## config.mk

```make
export PLATFORM = sky130hd
export DESIGN_NAME = byte_serial_adder
export DESIGN_NICKNAME = d
export VERILOG_FILES = /design/src/rtl/byte_serial_adder.sv
export SDC_FILE = /design/constraint.sdc
export NUM_CORES = 1
export LEC_CHECK = 0
export ABC_AREA = 1
export BUFFER_PORTS_ARGS = -buffer_cell sky130_fd_sc_hd__buf_2
export CAP_MARGIN = 10
export CORE_MARGIN = 3
export CORE_UTILIZATION = 52
export CTS_BUF_LIST = sky130_fd_sc_hd__clkbuf_8
export DETAILED_ROUTE_END_ITERATION = 8
export PLACE_DENSITY_LB_ADDON = 0.05
export SLEW_MARGIN = 20
export SYNTH_ARGS = -nofsm -noshare
export SYNTH_HDL_FRONTEND = slang
export SYNTH_HIERARCHICAL = 1
export SYNTH_SLANG_ARGS = --single-unit
```

## constraint.sdc

```tcl
create_clock -name clk -period 2 [get_ports clk]
set_clock_uncertainty 0.2 [all_clocks]
set_input_delay 0.2 -clock clk [delete_from_list [all_inputs] [get_ports clk]]
set_output_delay 0.2 -clock clk [all_outputs]
set_load 0.005 [all_outputs]
```

## src/rtl/byte_serial_adder.sv

```systemverilog
// Byte-serial word adder. Operand words arrive one byte pair per handshake,
// least significant byte first. Each byte goes through one 8-bit carry-lookahead
// adder, and the carry between bytes is held in a register. A single output
// register with ready/valid gives one cycle of latency and streams without gaps.
//
// Ports:
//   clk, rst_n                   clock, asynchronous active-low reset
//   in_valid/in_ready            input byte handshake (in_ready is combinational)
//   in_a, in_b, cin, in_last     operand bytes, word carry-in (first byte only), last-byte flag
//   out_valid/out_ready          output byte handshake
//   out_sum, out_last            sum byte and the flag marking the end of its word
//   out_cout, out_ovf            word carry-out and signed overflow (only when out_last=1)
//   len_err                      combinational pulse when a word is cut off at NBYTES

// 8-bit carry-lookahead adder.
// Ports: a, b operands; c0 carry-in; sum result; c_1 carry-out.
module carry_lookahead (
    input  logic [7:0] a,
    input  logic [7:0] b,
    input  logic       c0,
    output logic [7:0] sum,
    output logic       c_1
);
    logic [7:0] g;
    logic [7:0] p;
    logic [8:0] c;

    // Each carry is built straight from the generate/propagate terms,
    // not rippled from the carry below it.
    always_comb begin
        g = a & b;
        p = a ^ b;
        c = '0;
        c[0] = c0;
        for (int i = 0; i < 8; i++) begin
            logic ci;
            logic prop;
            ci   = 1'b0;
            prop = 1'b1;
            for (int j = i; j >= 0; j--) begin
                ci   = ci | (prop & g[j]);
                prop = prop & p[j];
            end
            c[i+1] = ci | (prop & c0);
        end
    end

    assign sum = p ^ c[7:0];
    assign c_1 = c[8];
endmodule

module byte_serial_adder #(
    parameter int unsigned NBYTES = 4
) (
    input  logic       clk,
    input  logic       rst_n,
    input  logic       in_valid,
    output logic       in_ready,
    input  logic [7:0] in_a,
    input  logic [7:0] in_b,
    input  logic       cin,
    input  logic       in_last,
    output logic       out_valid,
    input  logic       out_ready,
    output logic [7:0] out_sum,
    output logic       out_last,
    output logic       out_cout,
    output logic       out_ovf,
    output logic       len_err
);
    localparam int unsigned CW = (NBYTES > 1) ? $clog2(NBYTES) : 1;

    localparam logic [0:0] IDLE = 1'b0;
    localparam logic [0:0] BUSY = 1'b1;

    logic [0:0]    state_q, state_d;
    logic [CW-1:0] count_q, count_d;
    logic          carry_q, carry_d;
    logic          out_valid_q, out_valid_d;
    logic [7:0]    out_sum_q, out_sum_d;
    logic          out_last_q, out_last_d;
    logic          out_cout_q, out_cout_d;
    logic          out_ovf_q, out_ovf_d;

    logic          accept;
    logic          at_limit;
    logic          word_end;
    logic          c0;
    logic [7:0]    sum;
    logic          c_1;

    // The output register can take a new byte when empty or being drained.
    assign in_ready = !out_valid_q || out_ready;
    assign accept   = in_valid && in_ready;
    assign at_limit = (count_q == CW'(NBYTES - 1));
    assign word_end = in_last || at_limit;
    assign c0       = (state_q == IDLE) ? cin : carry_q;
    assign len_err  = accept && at_limit && !in_last;

    carry_lookahead u_cla (
        .a   (in_a),
        .b   (in_b),
        .c0  (c0),
        .sum (sum),
        .c_1 (c_1)
    );

    // Next-state and output-stage logic.
    always_comb begin
        state_d     = state_q;
        count_d     = count_q;
        carry_d     = carry_q;
        out_valid_d = out_valid_q;
        out_sum_d   = out_sum_q;
        out_last_d  = out_last_q;
        out_cout_d  = out_cout_q;
        out_ovf_d   = out_ovf_q;

        if (accept) begin
            carry_d     = c_1;
            out_valid_d = 1'b1;
            out_sum_d   = sum;
            out_last_d  = word_end;
            out_cout_d  = word_end && c_1;
            out_ovf_d   = word_end && (in_a[7] ~^ in_b[7]) && (in_a[7] ^ sum[7]);
            if (word_end) begin
                state_d = IDLE;
                count_d = '0;
            end else begin
                state_d = BUSY;
                count_d = count_q + CW'(1);
            end
        end else if (out_ready) begin
            out_valid_d = 1'b0;
        end
    end

    // State and output registers.
    always_ff @(posedge clk or negedge rst_n) begin
        if (!rst_n) begin
            state_q     <= IDLE;
            count_q     <= '0;
            carry_q     <= 1'b0;
            out_valid_q <= 1'b0;
            out_sum_q   <= '0;
            out_last_q  <= 1'b0;
            out_cout_q  <= 1'b0;
            out_ovf_q   <= 1'b0;
        end else begin
            state_q     <= state_d;
            count_q     <= count_d;
            carry_q     <= carry_d;
            out_valid_q <= out_valid_d;
            out_sum_q   <= out_sum_d;
            out_last_q  <= out_last_d;
            out_cout_q  <= out_cout_d;
            out_ovf_q   <= out_ovf_d;
        end
    end

    assign out_valid = out_valid_q;
    assign out_sum   = out_sum_q;
    assign out_last  = out_last_q;
    assign out_cout  = out_cout_q;
    assign out_ovf   = out_ovf_q;
endmodule

```

---- Word level (Yosys, flattened, before mapping) ----
Cells that the tools add are included.
storage, ports and cells
  register bits ........................... 16
operators by class
  mux-type cells .......................... 5
  reductions and logical operators ........ 11
  add/sub/neg operators ................... 1
  equal/unequal tests ..................... 1
  bitwise operators ....................... 105
operator list
  cell                                                            number
  1-bit bitwise AND                                               64
  1-bit bitwise OR                                                36
  8-bit XOR                                                       2
  8-bit bitwise AND                                               1
  1-bit logical AND                                               6
  1-bit 2-to-1 mux                                                4
  2-bit by 1-bit adder with 2-bit output (second input constant)  1
  2-bit == test (second input constant)                           1
  1-bit logical NOT                                               2
  1-bit logical OR                                                2
  2-bit 2-to-1 mux                                                1
  2-bit nonzero test                                              1
  1-bit bitwise XNOR                                              1
  1-bit XOR                                                       1

---- Longest topological paths before layout ----
Gate-level depths: netlist (run 1).
  word-level depth ........................ 12
  mapped depth ............................ 15
  mapped depth without buffers ............ 15

---- Hierarchy ----
Netlist (run 1), hierarchy kept.
modules (own cells, without submodules)
  module             area an instance (um2)  sequential area each (um2)  times used  cells an instance
  byte_serial_adder  686.9                   400.4                       1           80
  carry_lookahead    416.6                   0.0                         1           71

---- Worst setup path before layout (run 1) ----
OpenSTA, ideal clock, no wires.
  path kind ............................... register to register
  start point ............................. reg state_q
  end point ............................... reg out_ovf_q, in the netlist out_ovf
  required time ........................... 1.684 ns
  buffers on the path ..................... 0
  setup time .............................. 0.116 ns
  slack ................................... 0.375 ns
  arrival ................................. 1.309 ns
  stages on the path, launching flop included .. 15
  cell sequence ........................... dfrtp_1 a21oi_1 nand2_1 nand2_1 nand3_2 nand2_1 nand2_1 nand2_1 nand2_1 nand2_1 inv_1 nand3_1 nand2_1 nand2_1 nand2_1
on the way
  word-level cells in the longest chain between the ends .. 6
RTL lines
  element                   line  RTL
  start: declaration        76    logic [0:0] state_q, state_d;
  start signal: assignment  150   state_q <= state_d;
  1-bit 2-to-1 mux          97    assign c0 = (state_q == IDLE) ? cin : carry_q;
  named net c0              88    logic c0;
  1-bit bitwise AND         44    c[i+1] = ci | (prop & c0);
  1-bit bitwise OR          44
  8-bit XOR                 48    assign sum = p ^ c[7:0];
  named net sum[7]          89    logic [7:0] sum;
  1-bit XOR                 125   out_ovf_d = word_end && (in_a[7] ~^ in_b[7]) && (in_a[7] ^ sum[7]);
  1-bit logical AND         125
  end signal: assignment    157   out_ovf_q <= out_ovf_d;
  end: declaration          83    logic out_ovf_q, out_ovf_d;
The timed path passes the listed nets, and every way through them passes these cells.
A chain may end at the register's enable or synchronous reset.

---- Final worst setup path (run 1) ----
Same ends and word-level chain as after synthesis.

==> reports/metrics.csv, run 1 <==
metric;value;unit
status;finished clean;
Synth top area share;0.363;
Power Density;709;nW/µm²
total grt overflow;0;
most frequent cell after synthesis;nand2_1;
Die ar.;2710;µm²
first-pass GRT wire length;3.59;mm
number of synthesized register bits;16;
TritonRoute pass-1 iters;4;
final hold vios;0;
fmax;0.553;GHz
RSZ-0062 raised after global routing;no;
via/cell ratio;4.75;
root buf cell;clkbuf_8;
vias in the first global route;937;
critical path launch point type;flip-flop;
Post-Route Utilization;0.681;
max cap viols;0;
Relative slew margins;0.766;
YS warnings;6;
Filler cells;189;
number of DRC markers in iteration 0;10;
Non-Filler Instances;216;
total CTS buffers;3;
core area;1980;µm²
slowest library cell on the worst path;dfrtp_1;
total global-route track usage;0.171;
total wire length;2.04;mm
worst vdd ir;0.362;mV
P&R area growth vs syn;22.2;%
largest net degree at the start of global routing;19;
worst stage delay on the critical path;0.39;ns
final RePlAce weighted congestion;0.726;
CP arrival;1.74;ns
Top cell by count, worst path;nand2_1;
# DRC;0;
Setup CP Type;flip-flop to flip-flop;
top post-synthesis cells by count;64 x nand2_1, 19 x inv_1, 16 x dfrtp_1;
Synth Instances;151;
max-slew violation count;0;
Distinct cells, synth;22;
CP max FO;3;
height of the die;52.1;µm
worst skew pair latency;0.24;ns
Placed Cells;212;
Max H-tree Level;1;
buffers added on ports;35;
Nets;224;
ys async rst share;1.00;
EDFF count, synth;0;
worst-path cell chain;a21oi_1 -> nand2_1 -> nand2_1 -> nand3_2 -> nand2_1 -> nand2_1 -> nand2_1 -> nand2_1 -> nand2_1 -> inv_1 -> nand3_1 -> nand2_1 -> nand2_1 -> nand2_1;
share of post-route cells with drive strength above 1;0.254;
IO Count;36;
antenna violations before repair;0;
clk slew on worst S/H paths;0.06;ns
sequential area share after synthesis;0.363;
CP required;1.93;ns
initial cell density of the core;0.557;
hold_ws;0.0162;ns
Die Span X;52.1;µm
clock sink count;16;
Worst-Margin Slew;0.352;ns
Setup Total Neg Slack;0;ns
Post-DRT Antenna Nets;0;
Hold Path Class;primary input to flip-flop;
biggest area consumer among synthesized cells;dfrtp_1;
top_reg_cell synth;dfrtp_1;
synthesized area;1100;µm²
wire per inst;9.44;µm
CTS Buffer Depth;2;
total number of vias;1026;
Post-Syn Nets;184;
Tmin final;1.81;ns
Leak Pwr;0.819;nW
hpwl dp;1.68;mm
mean area per synthesized cell;7.31;µm²
# rows;16;
CTS tree;yes;
largest cells by area after synthesis;dfrtp_1 36%, nand2_1 22%, ha_1 11%, inv_1 6.5%, nor2_1 3.7%;
final setup fails;0;
n_diodes;0;
CP Capture Type;flip-flop;
fin crit share;0.904;
[layer usage]
metal  part of all wire  track usage
met1               0.42        0.192
met3              0.045       0.0258
met5                  0            0
met2               0.52        0.326
met4              0.011       0.0524
[final cells by class]
class                      instances  area, µm²  share of cell area
multi-input combinational        114        609               0.452
sequential                        16        400               0.297
timing repair buffer              37        193               0.143
inverter                          19       71.3              0.0529
clock buffer                       3       41.3              0.0306
tap                               27       33.8              0.0250
[cell families (layout without fill, tap and decap cells)]
kind of cell,count (synthesis),in the layout,share of synthesized area
buffers and inverters,21,59,0.0850
AO/OA/AOI/OAI,9,9,0.0488
adder cells (fa/ha/maj),11,11,0.132
XOR/XNOR,4,4,0.0318
flip-flops,16,16,0.363
AND/OR/NAND/NOR,90,90,0.340
[placed cells by master (no fill, tap or decap), drive strengths merged]
cell type	instances
a21oi	3
a31oi	1
and2	1
and3	1
buf	36
clkbuf	3
dfrtp	16
dlygate4sd3	1
fa	1
ha	10
inv	19
nand2	68
nand3	6
nand4	1
nor2	12
o21ai	5
or2	1
xnor2	1
xor2	3
[power breakdown]
group | internal (mW) | total, mW | leakage [nW] | switching (mW)
combinational | 0.141 | 0.312 | 0.599 | 0.171
sequential | 0.385 | 0.418 | 0.198 | 0.0327
clock | 0.133 | 0.227 | 0.0216 | 0.0939
total | 0.658 | 0.956 | 0.819 | 0.298
[critical path, delay by kind of cell, from the launching register on]
family	cells	cell delay [ns]
flip-flops	1	0.39
AO/OA/AOI/OAI	1	0.28
buffers and inverters	1	0.05
AND/OR/NAND/NOR	12	0.78
[state kept, by name (all words and copies together), names as in the netlist]
register / cells
out_sum: 8
out_cout: 1
count_q: 2
out_valid: 1
out_last: 1
carry_q: 1
out_ovf: 1
state_q: 1
[worst paths after layout]
kind | startpoint | endpoint | slack [ns] | cells past startpoint
worst min register to register | out_sum[0] | out_sum[0] | 0.27 | 2
worst min-delay path | in_valid | out_valid | 0.02 | 3
worst max register to register | state_q | out_ovf | 0.19 | 14
max in group asynchronous | rst_n | out_sum[2] | 1.15 | 2
min in group asynchronous | rst_n | out_sum[6] | 0.20 | 2
worst max-delay path | state_q | out_ovf | 0.19 | 14
[through the flow]
stage | total power, mW | setup WS [ns] | instance area (µm²)
6_report | 0.956 | 0.193 | 1350
5_1_grt | 1.04 | 0.00941 | 1350
4_1_cts | 0.971 | 0.170 | 1350
3_5_place_dp | 0.738 | 0.171 | 1300
3_3_place_gp | 0.728 | 0.202 | 1300
2_1_floorplan | 0.625 | 0.375 | 1100
[what timing repair did]
item | 4_1_cts | 5_1_grt
endpoints found under the hold margin | 16 | 0
hold buffers | 1 | 0
setup buffers | 0 | 0
gates resized for setup | 0 | 0
(Power assumes the default switching activity.)
==> run 2, diff against run 1 <==
--- a/config.mk
+++ b/config.mk
@@ -9,12 +9,11 @@
 export BUFFER_PORTS_ARGS = -buffer_cell sky130_fd_sc_hd__buf_2
 export CAP_MARGIN = 10
 export CORE_MARGIN = 3
-export CORE_UTILIZATION = 52
+export CORE_UTILIZATION = 53
 export CTS_BUF_LIST = sky130_fd_sc_hd__clkbuf_8
 export DETAILED_ROUTE_END_ITERATION = 8
 export PLACE_DENSITY_LB_ADDON = 0.05
 export SLEW_MARGIN = 20
 export SYNTH_ARGS = -nofsm -noshare
 export SYNTH_HDL_FRONTEND = slang
-export SYNTH_HIERARCHICAL = 1
 export SYNTH_SLANG_ARGS = --single-unit
==> reports/metrics.csv, run 2 <==
metric;value;unit;change
status;finished clean;;unchanged
cts repair resizes;0;;unchanged
ys async rst share;1.00;;unchanged
EDFF count, synth;0;;unchanged
Post-DRT Antenna Nets;0;;unchanged
sequential area share after synthesis;0.338;;was 0.363
max-slew violation count;0;;unchanged
WHS Path Cells;4;;was 3
CTS Buffer Depth;2;;unchanged
total global-route track usage;0.210;;was 0.171
R2R Setup Slk;0.34;ns;was 0.19 ns
worst-path cell chain;nand2_1 -> nand2_1 -> clkinv_1 -> nand2_1 -> nor2_1 -> buf_2;;was a21oi_1 -> nand2_1 -> nand2_1 -> nand3_2 -> nand2_1 -> nand2_1 -> nand2_1 -> nand2_1 -> nand2_1 -> inv_1 -> nand3_1 -> nand2_1 -> nand2_1 -> nand2_1
TritonRoute pass-1 iters;4;;unchanged
Post-Syn Nets;203;;was 184
final RePlAce weighted congestion;0.887;;was 0.726
Worst-Margin Slew;0.367;ns;was 0.352 ns
max cap viols;0;;unchanged
synthesized area;1180;µm²;was 1100 µm²
initial cell density of the core;0.580;;was 0.557
CP max FO;10;;was 3
height of the die;53.3;µm;was 52.1 µm
fmax;0.582;GHz;was 0.553 GHz
final hold vios;0;;unchanged
wire per inst;11.5;µm;was 9.44 µm
Nets;241;;was 224
antenna violations before repair;0;;unchanged
R2R depth;7;;was 14
buffers added on ports;35;;unchanged
Critical path buffers and inverters;2;;was 1
biggest area consumer among synthesized cells;dfrtp_1;;unchanged
worst vdd ir;0.565;mV;was 0.362 mV
top_reg_cell synth;dfrtp_1;;unchanged
hold-fix buffer count after cts;1;;unchanged
overall power;1.04;mW;was 0.956 mW
Filler cells;178;;was 189
Relative slew margins;0.756;;was 0.766
n_diodes;0;;unchanged
most frequent cells in the layout;56 x nand2_1, 35 x buf_2, 22 x nand3_1;;was 64 x nand2_1, 35 x buf_2, 19 x inv_1
Leak Pwr;0.835;nW;was 0.819 nW
total number of vias;1222;;was 1,026
first-pass GRT wire length;4.40;mm;was 3.59 mm
critical path launch point type;flip-flop;;unchanged
worst r2r src;state_q;;unchanged
worst stage delay on the critical path;0.34;ns;was 0.39 ns
Die ar.;2840;µm²;was 2710 µm²
P&R area growth vs syn;21.4;%;was 22.2%
Post-Route Utilization;0.703;;was 0.681
Power Density;723;nW/µm²;was 709 nW/µm²
largest net degree at the start of global routing;20;;was 19
CP Capture Type;output pin;;was flip-flop
slowest library cell on the worst path;dfrtp_1;;unchanged
root buf cell;clkbuf_8;;unchanged
total CTS buffers;3;;unchanged
fin worst setup slack;0.282;ns;was 0.193 ns
Tmin final;1.72;ns;was 1.81 ns
CP arrival;1.32;ns;was 1.74 ns
commonest non-fill, non-tap cell in the layout;nand2_1;;unchanged
Placement Setup Slack;0.174;ns;was 0.171 ns
CP top delay family;buffers and inverters;;was simple AND/OR/NAND/NOR gates
Die Span X;53.3;µm;was 52.1 µm
Worst Min Path Start;out_ready;;was in_valid
max FFs per register;8;;unchanged
vias in the first global route;1097;;was 937
Max H-tree Level;1;;unchanged
core area;2040;µm²;was 1980 µm²
clock sink count;16;;unchanged
Distinct cells, synth;25;;was 22
final instance area;1440;µm²;was 1350 µm²
total wire length;2.71;mm;was 2.04 mm
number of synthesized register bits;16;;unchanged
worst skew pair latency;0.25;ns;was 0.24 ns
# rows;16;;unchanged
Hold Path Class;primary input to flip-flop;;unchanged
Synth top area share;0.338;;was 0.363
final setup fails;0;;unchanged
CP required;1.60;ns;was 1.93 ns
number of setup buffers added after CTS;0;;unchanged
clk slew on worst S/H paths;0.06;ns;about the same
Setup CP Type;flip-flop to output pin;;was flip-flop to flip-flop
YS warnings;0;;was 6
Synth Instances;171;;was 151
Crit Reg-Reg Endpoint;out_sum[1];;was out_ovf
hold_ws;0.0573;ns;was 0.0162 ns
share of post-route cells with drive strength above 1;0.231;;was 0.254
RSZ-0062 raised after global routing;no;;unchanged
total grt overflow;0;;unchanged
mean area per synthesized cell;6.92;µm²;was 7.31 µm²
area of placed instances;1370;µm²;was 1300 µm²
Non-Filler Instances;235;;was 216
most frequent cell after synthesis;nand2_1;;unchanged
Hold Crit Endpoint;out_valid;;unchanged
Setup Total Neg Slack;0;ns;unchanged
Top cell by count, worst path;nand2_1;;unchanged
IO Count;36;;unchanged
CTS tree;yes;;unchanged
via/cell ratio;5.20;;was 4.75
fin crit share;0.859;;was 0.904
Placed Cells;230;;was 212
top post-synthesis cells by count;56 x nand2_1, 22 x nand3_1, 21 x inv_1;;was 64 x nand2_1, 19 x inv_1, 16 x dfrtp_1
largest cells by area after synthesis;dfrtp_1 34%, nand2_1 18%, ha_1 9.5%, nand3_1 9.3%, inv_1 6.7%;;was dfrtp_1 36%, nand2_1 22%, ha_1 11%, inv_1 6.5%, nor2_1 3.7%
number of DRC markers in iteration 0;25;;was 10
# DRC;0;;unchanged
hpwl dp;2.17;mm;was 1.68 mm
## run 2: cell count changes after synthesis, moves of 2 or more
| cell | delta |
|---|---|
| nand3_1 | +17 |
| nand2_1 | -8 |
| nor2_1 | +6 |
| o21ai_0 | +4 |
| buf_2 | +2 |
| inv_1 | +2 |
| nand2_2 | -2 |
| xor2_1 | -2 |
## run 2: worst max-delay path by stage
stage	from	to	slack, ns	cells past startpoint
after global placement	in_a[2]	out_sum[4]	0.22	11
after CTS	out_valid	len_err	0.28	6
after floorplan	state_q	out_sum[1]	0.48	7
after detailed placement	in_a[2]	out_sum[4]	0.17	11
after global routing	out_valid	len_err	0.15	6
final	out_valid	len_err	0.28	6
## run 2: layer usage
layer	share of wire	GRT usage	wire, µm	up-vias
li1	-	-	-	617
met1	0.44	0.248	1180	561
met2	0.50	0.378	1340	44
met3	0.067	0.0535	181	0
met4	0	0.0426	0	0
met5	0	0	0	-
## run 2: final cells by class
cell class | instances | area, µm² | area share
repair buffers | 37 | 193 | 0.134
clock buffers | 4 | 55.1 | 0.0383
multi-input cells | 128 | 668 | 0.465
well taps | 27 | 33.8 | 0.0235
inverters | 23 | 86.3 | 0.0601
flip-flops and latches | 16 | 400 | 0.279
## run 2: where the power goes
part | internal [mW] | switching, mW
clock network | 0.175 | 0.109
logic | 0.141 | 0.194
registers | 0.386 | 0.0327
total | 0.702 | 0.336
## run 2: logic make-up (layout without fill, tap and decap cells)
| logic type | after synthesis | count (layout) | synth area share |
|---|---|---|---|
| compound gates | 13 | 13 | 0.0645 |
| xor+xnor | 2 | 2 | 0.0148 |
| fa+ha+maj | 10 | 10 | 0.112 |
| buf+inv | 27 | 64 | 0.0973 |
| flops | 16 | 16 | 0.338 |
| simple gates | 103 | 103 | 0.373 |
## run 2: worst min-delay path, delay by kind of cell
family	cells	cell delay (ns)
buffers and inverters	2	0.10
AND/OR/NAND/NOR	2	0.16
==> run 3, diff against run 2 <==
--- a/config.mk
+++ b/config.mk
@@ -9,11 +9,12 @@
 export BUFFER_PORTS_ARGS = -buffer_cell sky130_fd_sc_hd__buf_2
 export CAP_MARGIN = 10
 export CORE_MARGIN = 3
-export CORE_UTILIZATION = 53
+export CORE_UTILIZATION = 38
 export CTS_BUF_LIST = sky130_fd_sc_hd__clkbuf_8
 export DETAILED_ROUTE_END_ITERATION = 8
 export PLACE_DENSITY_LB_ADDON = 0.05
 export SLEW_MARGIN = 20
 export SYNTH_ARGS = -nofsm -noshare
 export SYNTH_HDL_FRONTEND = slang
+export SYNTH_HIERARCHICAL = 1
 export SYNTH_SLANG_ARGS = --single-unit
==> constraint.sdc (replaced) <==
create_clock -name clk -period 1.59 [get_ports clk]
set_clock_uncertainty 0.2 [all_clocks]
set_input_delay 0.159 -clock clk [delete_from_list [all_inputs] [get_ports clk]]
set_output_delay 0.159 -clock clk [all_outputs]
set_load 0.005 [all_outputs]
==> reports/metrics.csv, run 3 (synthesized netlist as in run 1, its figures left out) <==
metric;value;unit;change
status;finished, violations left;;was finished clean
failing checks;hold timing, setup timing;;
height of the die;59.9;µm;was 53.3 µm
Worst Min Path Start;out_ready;;unchanged
Placed Cells;224;;was 230
commonest non-fill, non-tap cell in the layout;nand2_1;;unchanged
final hold vios;1;;was 0
fin worst setup slack;-0.0930;ns;was 0.282 ns
initial cell density of the core;0.422;;was 0.580
final instance area;1480;µm²;was 1440 µm²
IO Count;36;;unchanged
total number of vias;1059;;was 1,222
total global-route track usage;0.140;;was 0.210
vias in the first global route;971;;was 1,097
P&R area growth vs syn;34.2;%;was 21.4%
Placement Setup Slack;-0.159;ns;was 0.174 ns
n_diodes;0;;unchanged
number of DRC markers in iteration 0;37;;was 25
Post-DRT Antenna Nets;0;;unchanged
max FFs per register;8;;unchanged
share of post-route cells with drive strength above 1;0.375;;was 0.231
Non-Filler Instances;230;;was 235
worst r2r src;state_q;;unchanged
sw frac;0.320;;was 0.323
CP arrival;1.62;ns;was 1.32 ns
Post-Route Utilization;0.567;;was 0.703
total CTS buffers;3;;unchanged
# DRC;0;;unchanged
fmax;0.594;GHz;
Setup Total Neg Slack;-0.216;ns;was 0 ns
hold_ws;-0.000173;ns;was 0.0573 ns
CTS Buffer Depth;2;;unchanged
fin crit share;1.06;;
Nets;235;;was 241
core area;2610;µm²;was 2040 µm²
Relative slew margins;0.769;;was 0.756
worst-path cell chain;nor2_2 -> a21oi_2 -> buf_4 -> inv_2 -> fa_2 -> inv_2 -> nand2_1 -> nand2_1;;was nand2_1 -> nand2_1 -> clkinv_1 -> nand2_1 -> nor2_1 -> buf_2
via/cell ratio;4.60;;was 5.20
area of placed instances;1370;µm²;about the same
# rows;18;;was 16
Setup CP Type;flip-flop to flip-flop;;was flip-flop to output pin
critical path launch point type;flip-flop;;unchanged
slowest library cell on the worst path;fa_2;;was dfrtp_1
Tmin final;1.68;ns;
worst skew pair latency;0.24;ns;was 0.25 ns
CP required;1.53;ns;was 1.60 ns
Switching Power;0.410;mW;was 0.336 mW
CP max FO;3;;was 10
Hold Crit Endpoint;out_valid;;unchanged
Hold Path Class;primary input to flip-flop;;unchanged
R2R depth;8;;was 7
hpwl dp;1.86;mm;was 2.17 mm
first-pass GRT wire length;3.87;mm;was 4.40 mm
antenna violations before repair;0;;unchanged
worst vdd ir;0.795;mV;was 0.565 mV
clk slew on worst S/H paths;0.06;ns;about the same
R2R Setup Slk;-0.09;ns;was 0.34 ns
Reg power frac;0.411;;was 0.404
clock sink count;16;;unchanged
Die Span X;59.9;µm;was 53.3 µm
Filler cells;270;;was 178
max-slew violation count;0;;unchanged
CP Capture Type;flip-flop;;was output pin
buffers added on ports;35;;unchanged
combinational share of power;0.358;;was 0.323
WHS Path Cells;4;;unchanged
TritonRoute pass-1 iters;4;;unchanged
root buf cell;clkbuf_8;;unchanged
Die ar.;3590;µm²;was 2840 µm²
final RePlAce weighted congestion;0.782;;was 0.887
RSZ-0062 raised after global routing;yes;;was no
Max H-tree Level;1;;unchanged
wire per inst;9.75;µm;was 11.5 µm
max cap viols;0;;unchanged
most frequent cells in the layout;54 x nand2_1, 35 x buf_2, 16 x inv_1, 16 x dfrtp_1, 13 x nand2_2;;was 56 x nand2_1, 35 x buf_2, 22 x nand3_1
Crit Reg-Reg Endpoint;out_sum[0];;was out_sum[1]
total wire length;2.24;mm;was 2.71 mm
Power Density;866;nW/µm²;was 723 nW/µm²
P_int;0.872;mW;was 0.702 mW
CTS tree;yes;;unchanged
final setup fails;4;;was 0
Leak Pwr;0.870;nW;was 0.835 nW
total grt overflow;0;;unchanged
clock network fraction of design power;0.230;;was 0.273
worst stage delay on the critical path;0.51;ns;was 0.34 ns
largest net degree at the start of global routing;19;;was 20
Worst-Margin Slew;0.346;ns;was 0.367 ns
-- run 3: cell count changes in the layout (fill, tap and decap cells not counted), moves of 2 or more --
cell and delta:
buf_4 +10, inv_1 -5, inv_2 +2, nand2_1 -2, nand2_2 +11, nand3_1 -18
nor2_1 -7, o21ai_0 -4, xor2_1 +2
-- run 3: worst max-delay path, delay by kind of cell (launching register included) --
family          cells  cell delay, ns
simple gates        3            0.16
fa+ha+maj           1            0.51
buf+inv             3            0.19
compound gates      1            0.13
flops               1            0.38
-- run 3: metal layers --
layer / vias up / routed length, µm / track usage
li1: 564 / - / -
met1: 466 / 1050 / 0.180
met2: 27 / 1030 / 0.238
met3: 2 / 130 / 0.0259
met4: 0 / 27 / 0.0380
met5: - / 0 / 0
-- run 3: how the worst max path moves through the flow --
stage               depth (start not counted)         end  startpoint
floorplan                                  14     out_ovf     state_q
global placement                           14     out_ovf     in_a[1]
detailed placement                         14     out_ovf     state_q
CTS                                        15     out_ovf     state_q
global route                               15     out_ovf     state_q
finish                                      8  out_sum[0]     state_q
-- run 3: repair_timing --
action	in CTS	in global routing
buffers inserted	1	0
pin swaps	3	10
endpoints found under the setup margin	7	9
gates resized for setup	4	13
hold buffers	2	0
hold endpoints to repair	17	0
-- run 3: final cells by class --
type,instances,area [µm²],area share
timing repair buffer,48,278,0.187
sequential,16,400,0.270
inverter,19,71.3,0.0481
tap,30,37.5,0.0253
clock buffer,3,41.3,0.0279
multi-input combinational,114,653,0.441
-- run 3: per-stage QoR --
stage	power [mW]	hold WS [ns]
floorplan	0.789	-0.337
global placement	0.950	-0.113
detailed placement	0.962	-0.111
CTS	1.28	0.000493
global route	1.39	0.0183
finish	1.28	-0.000173
-- run 3: power groups by stage --
stage,registers [mW],clock network [mW],logic (mW)
after floorplan,0.536,0,0.253
after global placement,0.532,0,0.418
after detailed placement,0.534,0,0.428
after CTS,0.528,0.306,0.446
after global routing,0.540,0.316,0.534
final,0.527,0.295,0.460
